File: config.mk
export PLATFORM = sky130hd
export DESIGN_NAME = ser_rx_word_flat
export DESIGN_NICKNAME = d
export VERILOG_FILES = /design/src/rtl/ser_rx_word_if.sv /design/src/rtl/ser_rx_word.sv /design/src/flat_wrapper.sv
export SDC_FILE = /design/constraint.sdc
export NUM_CORES = 1
export LEC_CHECK = 0
export ABC_AREA = 1
export ABC_CLOCK_PERIOD_IN_PS = 2900
export CAP_MARGIN = 10
export CORE_MARGIN = 2
export CORE_UTILIZATION = 69
export CTS_BUF_LIST = sky130_fd_sc_hd__clkbuf_4
export CTS_CLUSTER_SIZE = 24
export DETAILED_ROUTE_END_ITERATION = 10
export DONT_BUFFER_PORTS = 1
export GPL_TIMING_DRIVEN = 0
export PLACE_DENSITY = 0.85
export RECOVER_POWER = 50
export SLEW_MARGIN = 20
export SYNTH_ARGS = -nofsm -noshare
export SYNTH_HDL_FRONTEND = slang
export SYNTH_SLANG_ARGS = --single-unit
File: constraint.sdc
create_clock -name clk -period 2.9 [get_ports clk]
set_clock_uncertainty 0.15 [all_clocks]
set_input_delay 0.58 -clock clk [delete_from_list [all_inputs] [get_ports clk]]
set_output_delay 0.58 -clock clk [all_outputs]
set_load 0.05 [all_outputs]
File: src/rtl/ser_rx_word_if.sv
// ser_rx_word_if: serial input and parallel word outputs of the word receiver
interface ser_rx_word_if #(parameter int WIDTH = 8);
  localparam int CW = $clog2(WIDTH + 1);
  logic en;
  logic din;
  logic flush;
  logic [WIDTH-1:0] dout;
  logic dout_valid;
  logic par_err;
  logic busy;
  logic [CW-1:0] bit_cnt;
  logic [7:0] frame_cnt;
  modport master(output en, din, flush, input dout, dout_valid, par_err, busy, bit_cnt, frame_cnt);
  modport slave(input en, din, flush, output dout, dout_valid, par_err, busy, bit_cnt, frame_cnt);
endinterface

File: src/rtl/ser_rx_word.sv
// ser_rx_word: serial-to-parallel word receiver with bit order, optional parity and flush
module ser_rx_word #(
  parameter int WIDTH     = 8,
  parameter int LSB_FIRST = 1,
  parameter int PARITY    = 0
) (
  input  logic            clk,
  input  logic            rst_n,
  ser_rx_word_if.slave    bus
);
  localparam int CW = $clog2(WIDTH + 1);
  localparam logic [CW-1:0] LAST = CW'(WIDTH - 1);
  localparam logic [CW-1:0] FULL = CW'(WIDTH);
  typedef enum logic {S_DATA, S_PAR} state_t;
  state_t state_q, state_d;
  logic [WIDTH-1:0] sr_q, sr_d, dout_q, dout_d, sh;
  logic [CW-1:0] cnt_q, cnt_d;
  logic [7:0] fc_q, fc_d;
  logic dv_q, dv_d, pe_q, pe_d, par_ok;
  assign sh = (LSB_FIRST != 0) ? {bus.din, sr_q[WIDTH-1:1]} : {sr_q[WIDTH-2:0], bus.din};
  assign par_ok = ((^sr_q) ^ bus.din) == (PARITY == 2);
  always_comb begin
    state_d = state_q;
    sr_d    = sr_q;
    cnt_d   = cnt_q;
    dout_d  = dout_q;
    fc_d    = fc_q;
    dv_d    = 1'b0;
    pe_d    = 1'b0;
    if (bus.flush) begin
      state_d = S_DATA;
      sr_d    = '0;
      cnt_d   = '0;
    end else if (bus.en) begin
      if (state_q == S_PAR) begin
        dout_d  = par_ok ? sr_q : dout_q;
        dv_d    = par_ok;
        pe_d    = !par_ok;
        fc_d    = par_ok ? fc_q + 8'd1 : fc_q;
        sr_d    = '0;
        cnt_d   = '0;
        state_d = S_DATA;
      end else if (cnt_q == LAST && PARITY == 0) begin
        dout_d = sh;
        dv_d   = 1'b1;
        fc_d   = fc_q + 8'd1;
        sr_d   = '0;
        cnt_d  = '0;
      end else if (cnt_q == LAST) begin
        sr_d    = sh;
        cnt_d   = FULL;
        state_d = S_PAR;
      end else begin
        sr_d  = sh;
        cnt_d = cnt_q + 1'b1;
      end
    end
  end
  always_ff @(posedge clk) begin
    if (!rst_n) begin
      state_q <= S_DATA;
      sr_q    <= '0;
      cnt_q   <= '0;
      dout_q  <= '0;
      fc_q    <= '0;
      dv_q    <= 1'b0;
      pe_q    <= 1'b0;
    end else begin
      state_q <= state_d;
      sr_q    <= sr_d;
      cnt_q   <= cnt_d;
      dout_q  <= dout_d;
      fc_q    <= fc_d;
      dv_q    <= dv_d;
      pe_q    <= pe_d;
    end
  end
  assign bus.dout       = dout_q;
  assign bus.dout_valid = dv_q;
  assign bus.par_err    = pe_q;
  assign bus.bit_cnt    = cnt_q;
  assign bus.frame_cnt  = fc_q;
  assign bus.busy       = (cnt_q != '0) || (state_q == S_PAR);
endmodule
File: src/flat_wrapper.sv
// flat-port wrapper written by rule: the top's interface ports become plain ports
module ser_rx_word_flat 
#(
  parameter int WIDTH     = 8,
  parameter int LSB_FIRST = 1,
  parameter int PARITY    = 0
)
  (clk, rst_n, bus_en, bus_din, bus_flush, bus_dout, bus_dout_valid, bus_par_err, bus_busy, bus_bit_cnt, bus_frame_cnt);
  ser_rx_word_if #(.WIDTH(WIDTH)) bus_i ();
  input  logic clk;
  input  logic rst_n;
  input wire logic [$bits(bus_i.en)-1:0] bus_en;
  input wire logic [$bits(bus_i.din)-1:0] bus_din;
  input wire logic [$bits(bus_i.flush)-1:0] bus_flush;
  output wire logic [$bits(bus_i.dout)-1:0] bus_dout;
  output wire logic [$bits(bus_i.dout_valid)-1:0] bus_dout_valid;
  output wire logic [$bits(bus_i.par_err)-1:0] bus_par_err;
  output wire logic [$bits(bus_i.busy)-1:0] bus_busy;
  output wire logic [$bits(bus_i.bit_cnt)-1:0] bus_bit_cnt;
  output wire logic [$bits(bus_i.frame_cnt)-1:0] bus_frame_cnt;
  assign bus_i.en = bus_en;
  assign bus_i.din = bus_din;
  assign bus_i.flush = bus_flush;
  assign bus_dout = bus_i.dout;
  assign bus_dout_valid = bus_i.dout_valid;
  assign bus_par_err = bus_i.par_err;
  assign bus_busy = bus_i.busy;
  assign bus_bit_cnt = bus_i.bit_cnt;
  assign bus_frame_cnt = bus_i.frame_cnt;
  ser_rx_word #(.WIDTH(WIDTH), .LSB_FIRST(LSB_FIRST), .PARITY(PARITY)) u_core (.clk(clk), .rst_n(rst_n), .bus(bus_i));
endmodule
# Yosys cells after proc, flatten, opt, wreduce, memory -nomap -nowiden
# Index checks and enable logic that the tools add are counted.
# op_classes
bitwise_logic,3
n_addsub,2
n_eq_ne,1
n_reduce_logical,4
n_mux,5
# op_table
op,n
two-way mux 8 bit,3
"adder 8 x 1 -> 8 bit, second input constant",1
"adder 4 x 1 -> 4 bit, second input constant",1
"== test 4 x 3 -> 1 bit, second input constant",1
two-way mux 4 bit,1
nonzero test 4 bit,1
NOT 1 bit,3
AND reduction 3 bit,1
OR reduction 3 bit,1
OR reduction 2 bit,1
two-way mux 1 bit,1
# word_totals
regBits,29
in_bits,5
out_inout_bits,23
elab_cells,20

# Logic depth before layout (Yosys ltp)
# depth
depth_word,2
depth_mapped,7
mapped_depth_nobuf,7

# Worst setup path after synthesis
# OpenSTA, ideal clock, no wires.
# synth_path
path_type,reg2out
from,"register u_core.cnt_q[0], in the netlist u_core.bus.bit_cnt[0]"
to,output bus_busy
path_stages_with_launch,4
arrival_ns,1.322
n_path_buf,0
required_time_ns,2.170
path_slack_ns,0.848
path_cell_list,dfxtp_1 inv_1 ha_1 nand3_1
# synth_via
elab_chain_len,1
# synth_lines
element,line_no,rtl
start: declaration,ser_rx_word.sv:17,"logic [CW-1:0] cnt_q, cnt_d;"
start signal: assignment,ser_rx_word.sv:71,cnt_q <= cnt_d;
nonzero test 4 bit,ser_rx_word.sv:83,assign bus.busy = (cnt_q != '0) || (state_q == S_PAR);
end: declaration,flat_wrapper.sv:18,output wire logic [$bits(bus_i.busy)-1:0] bus_busy;
# Every way passes these cells.

# Worst setup path after layout
# Same ends and word-level chain as after synthesis.

==> out/metrics.csv <==
metric,value,unit
synth_flop_cell,dfxtp_1,
fin_setup_tns,0,ns
intPower,447.6,uW
timing.fmax,405.8,MHz
ant_nets,0,
dieArea,2184,um2
maxSlewHeadroom,55.81,%
final.period_utilization,84.98,%
pwr-share-clk,27.6,%
power_leakage,0.0005283,uW
place.gp.congestion,0.7526,
fin_ws,0.4355,ns
synth_edf_count,0,
die_y,46.73,um
track_usage,23.17,%
initial_core_util,72.97,%
cts-root-buf,clkbuf_4,
via_per_inst,5.197,
hold_violations,0,
path_delay_family,flip-flops,
seq_area,560.5,um2
grt_pass1_vias,837,
port_buffers,0,
fin_area,1305,um2
cpPeakStageDelay,0.73,ns
area_growth,3.575,%
met2_usage,38.33,%
design.core.area,1727,um2
power_density,452.3,nW/um2
ys_ff_latch,28,
start_kind,flip-flop,
synth.most_common_cell,nand2_1,
status,finished clean,
nNetsFinal,177,
critPathArrivalTime,1.73,ns
dp_hpwl,1629,um
synth.top_cell.area_share,44.49,%
async_flop_share,0,%
dp_worst_setup_slack,0.7940,ns
multi_input_area,584.3,um2
netSwitchingPower,142.7,uW
cts_tree,yes,
hold_class,input pin to flip-flop,
period_needed,2.464,ns
die_w,46.73,um
maxSlewViolCount,0,
tightest_slew,0.6620,ns
path_class,flip-flop to output pin,
setup_viol,0,
seq_area_frac_synth,44.49,%
drtIter0Drc,13,
synth_fp_nets,172,
seq_power_share,66.6,%
cpMaxStageDelayCell,dfxtp_1,
syn_inst,164,
cp.required,2.17,ns
rows,15,
clock_path_buffers,2,
cts.clk_slew.worst_paths,0.15,ns
yosys_warnings,0,
grt-busiest-layer,met2,
synth_top_area_cell,dfxtp_1,
drive_gt1_share,14.29,%
yosys-top-cells-area,"dfxtp_1, nand2_1, nor2_1, a21oi_1, nor2_2",
numCtsBuffers,3,
drtPass1Iterations,4,
n_fill_cell,130,
syn_area,1260,um2
worst-path-buf-inv,1,
cts_hold_buf,0,
htreeDepth,1,
grt_overflow,0,
end_kind,output pin,
placed_area,1291,um2
cts_resized,0,
critPathMaxFanout,5,
holdWs,0.2169,ns
synth.distinct_cells,24,
combPwrFrac,5.9,%
post_cts_buffers,0,
maxCapViolations,0,
clock_latency,0.33,ns
grtUsageMet3,5.385,%
cp_cell_sequence,inv_1 > ha_1 > nand3_1,
netlist_top_cells_count,"nand2_1, nor2_1, dfxtp_1",
antenna_cells,0,
antenna_found_initial,0,
drc,0,
rsz0062_at_grt,no,
drt-total-wl,2307,um
top_level_ports,28,
ir_worst_vdd,0.3293,mV
p_sw_share,24.18,%
num_vias,1003,
grt_max_degree,16,
routedWlPerCell,11.95,um
cts_sinks,28,
grt_pass1_wl,3546,um
use_met1,28.37,%
synth.avg_cell_area,7.683,um2
==> metal layers <==
metal,share of wire (%),up-vias
met3,4.7,5
li1,-,523
met4,1.8,0
met1,44,453
met5,0,-
met2,49,22
==> registers in the layout (all words and copies together), names as in the netlist <==
name                   count
u_core.bus.bit_cnt         4
u_core.bus.dout            8
u_core.bus.dout_valid      1
u_core.bus.frame_cnt       8
u_core.sr_q                7
==> cells by family after synthesis <==
| family | after synthesis | synth area share, % |
|---|---|---|
| and+or+nand+nor | 87 | 31.78 |
| other | 1 | 0.2976 |
| adders and majority gates | 3 | 2.979 |
| AOI/OAI and AO/OA | 27 | 12.31 |
| buffers and inverters | 18 | 8.142 |
| DFF | 28 | 44.49 |
==> final timing paths <==
check	start	endpoint	slack [ns]	depth (start not counted)
max reg2reg	u_core.bus.bit_cnt[0]$_SDFFE_PP0P_	u_core.bus.dout[4]$_SDFFE_PN0P_	0.76	7
min	bus_din	u_core.sr_q[7]$_SDFFE_PP0P_	0.22	2
min reg2reg	u_core.sr_q[7]$_SDFFE_PP0P_	u_core.sr_q[7]$_SDFFE_PP0P_	0.34	2
max	u_core.bus.bit_cnt[0]$_SDFFE_PP0P_	bus_busy	0.44	3
==> metrics by stage <==
| stage | utilization [%] | instances | total power, uW |
|---|---|---|---|
| 2_1_floorplan | - | 164 | 430.6 |
| 3_3_place_gp | 74.78 | 189 | 435.1 |
| 3_5_place_dp | 74.78 | 189 | 436.2 |
| 4_1_cts | 76.30 | 193 | 591.8 |
| 5_1_grt | 75.58 | 193 | 608.8 |
| 6_report | 75.58 | 193 | 590.3 |
==> final cells by class <==
cell class	count	share of cell area, %
inverter	12	3.452
clock buffer	3	1.726
buffer	6	4.410
clock inverter	1	0.2876
multi-input combinational	118	44.77
tap	25	2.397
sequential	28	42.95
==> power groups by stage <==
stage	registers, uW	logic [uW]	clock network (uW)
3_3_place_gp	401	33.8	0
2_1_floorplan	401	29.7	0
3_5_place_dp	401	34.8	0
6_report	393	34.6	163
4_1_cts	393	34.9	164
5_1_grt	393	38.1	177
==> cell usage in the layout, fill, tap and decap left out <==
cell      count
nor2_1       32
a21oi_2       3
o21ai_1      10
nand2_1      34
nand3b_1      1
inv_1        12
nand2_4       1
clkbuf_4      3
o21ai_0       1
nor2_2        8
nor2_4        2
o21ai_2       1
a211oi_1      1
buf_4         1
nand3_1       7
conb_1        1
clkinv_1      1
buf_2         1
ha_1          3
a21boi_1      1
dfxtp_1      28
nor3b_1       1
a21oi_1      10
buf_6         4
nand4_1       1
Note: power is estimated with default switching activity, not from simulation.
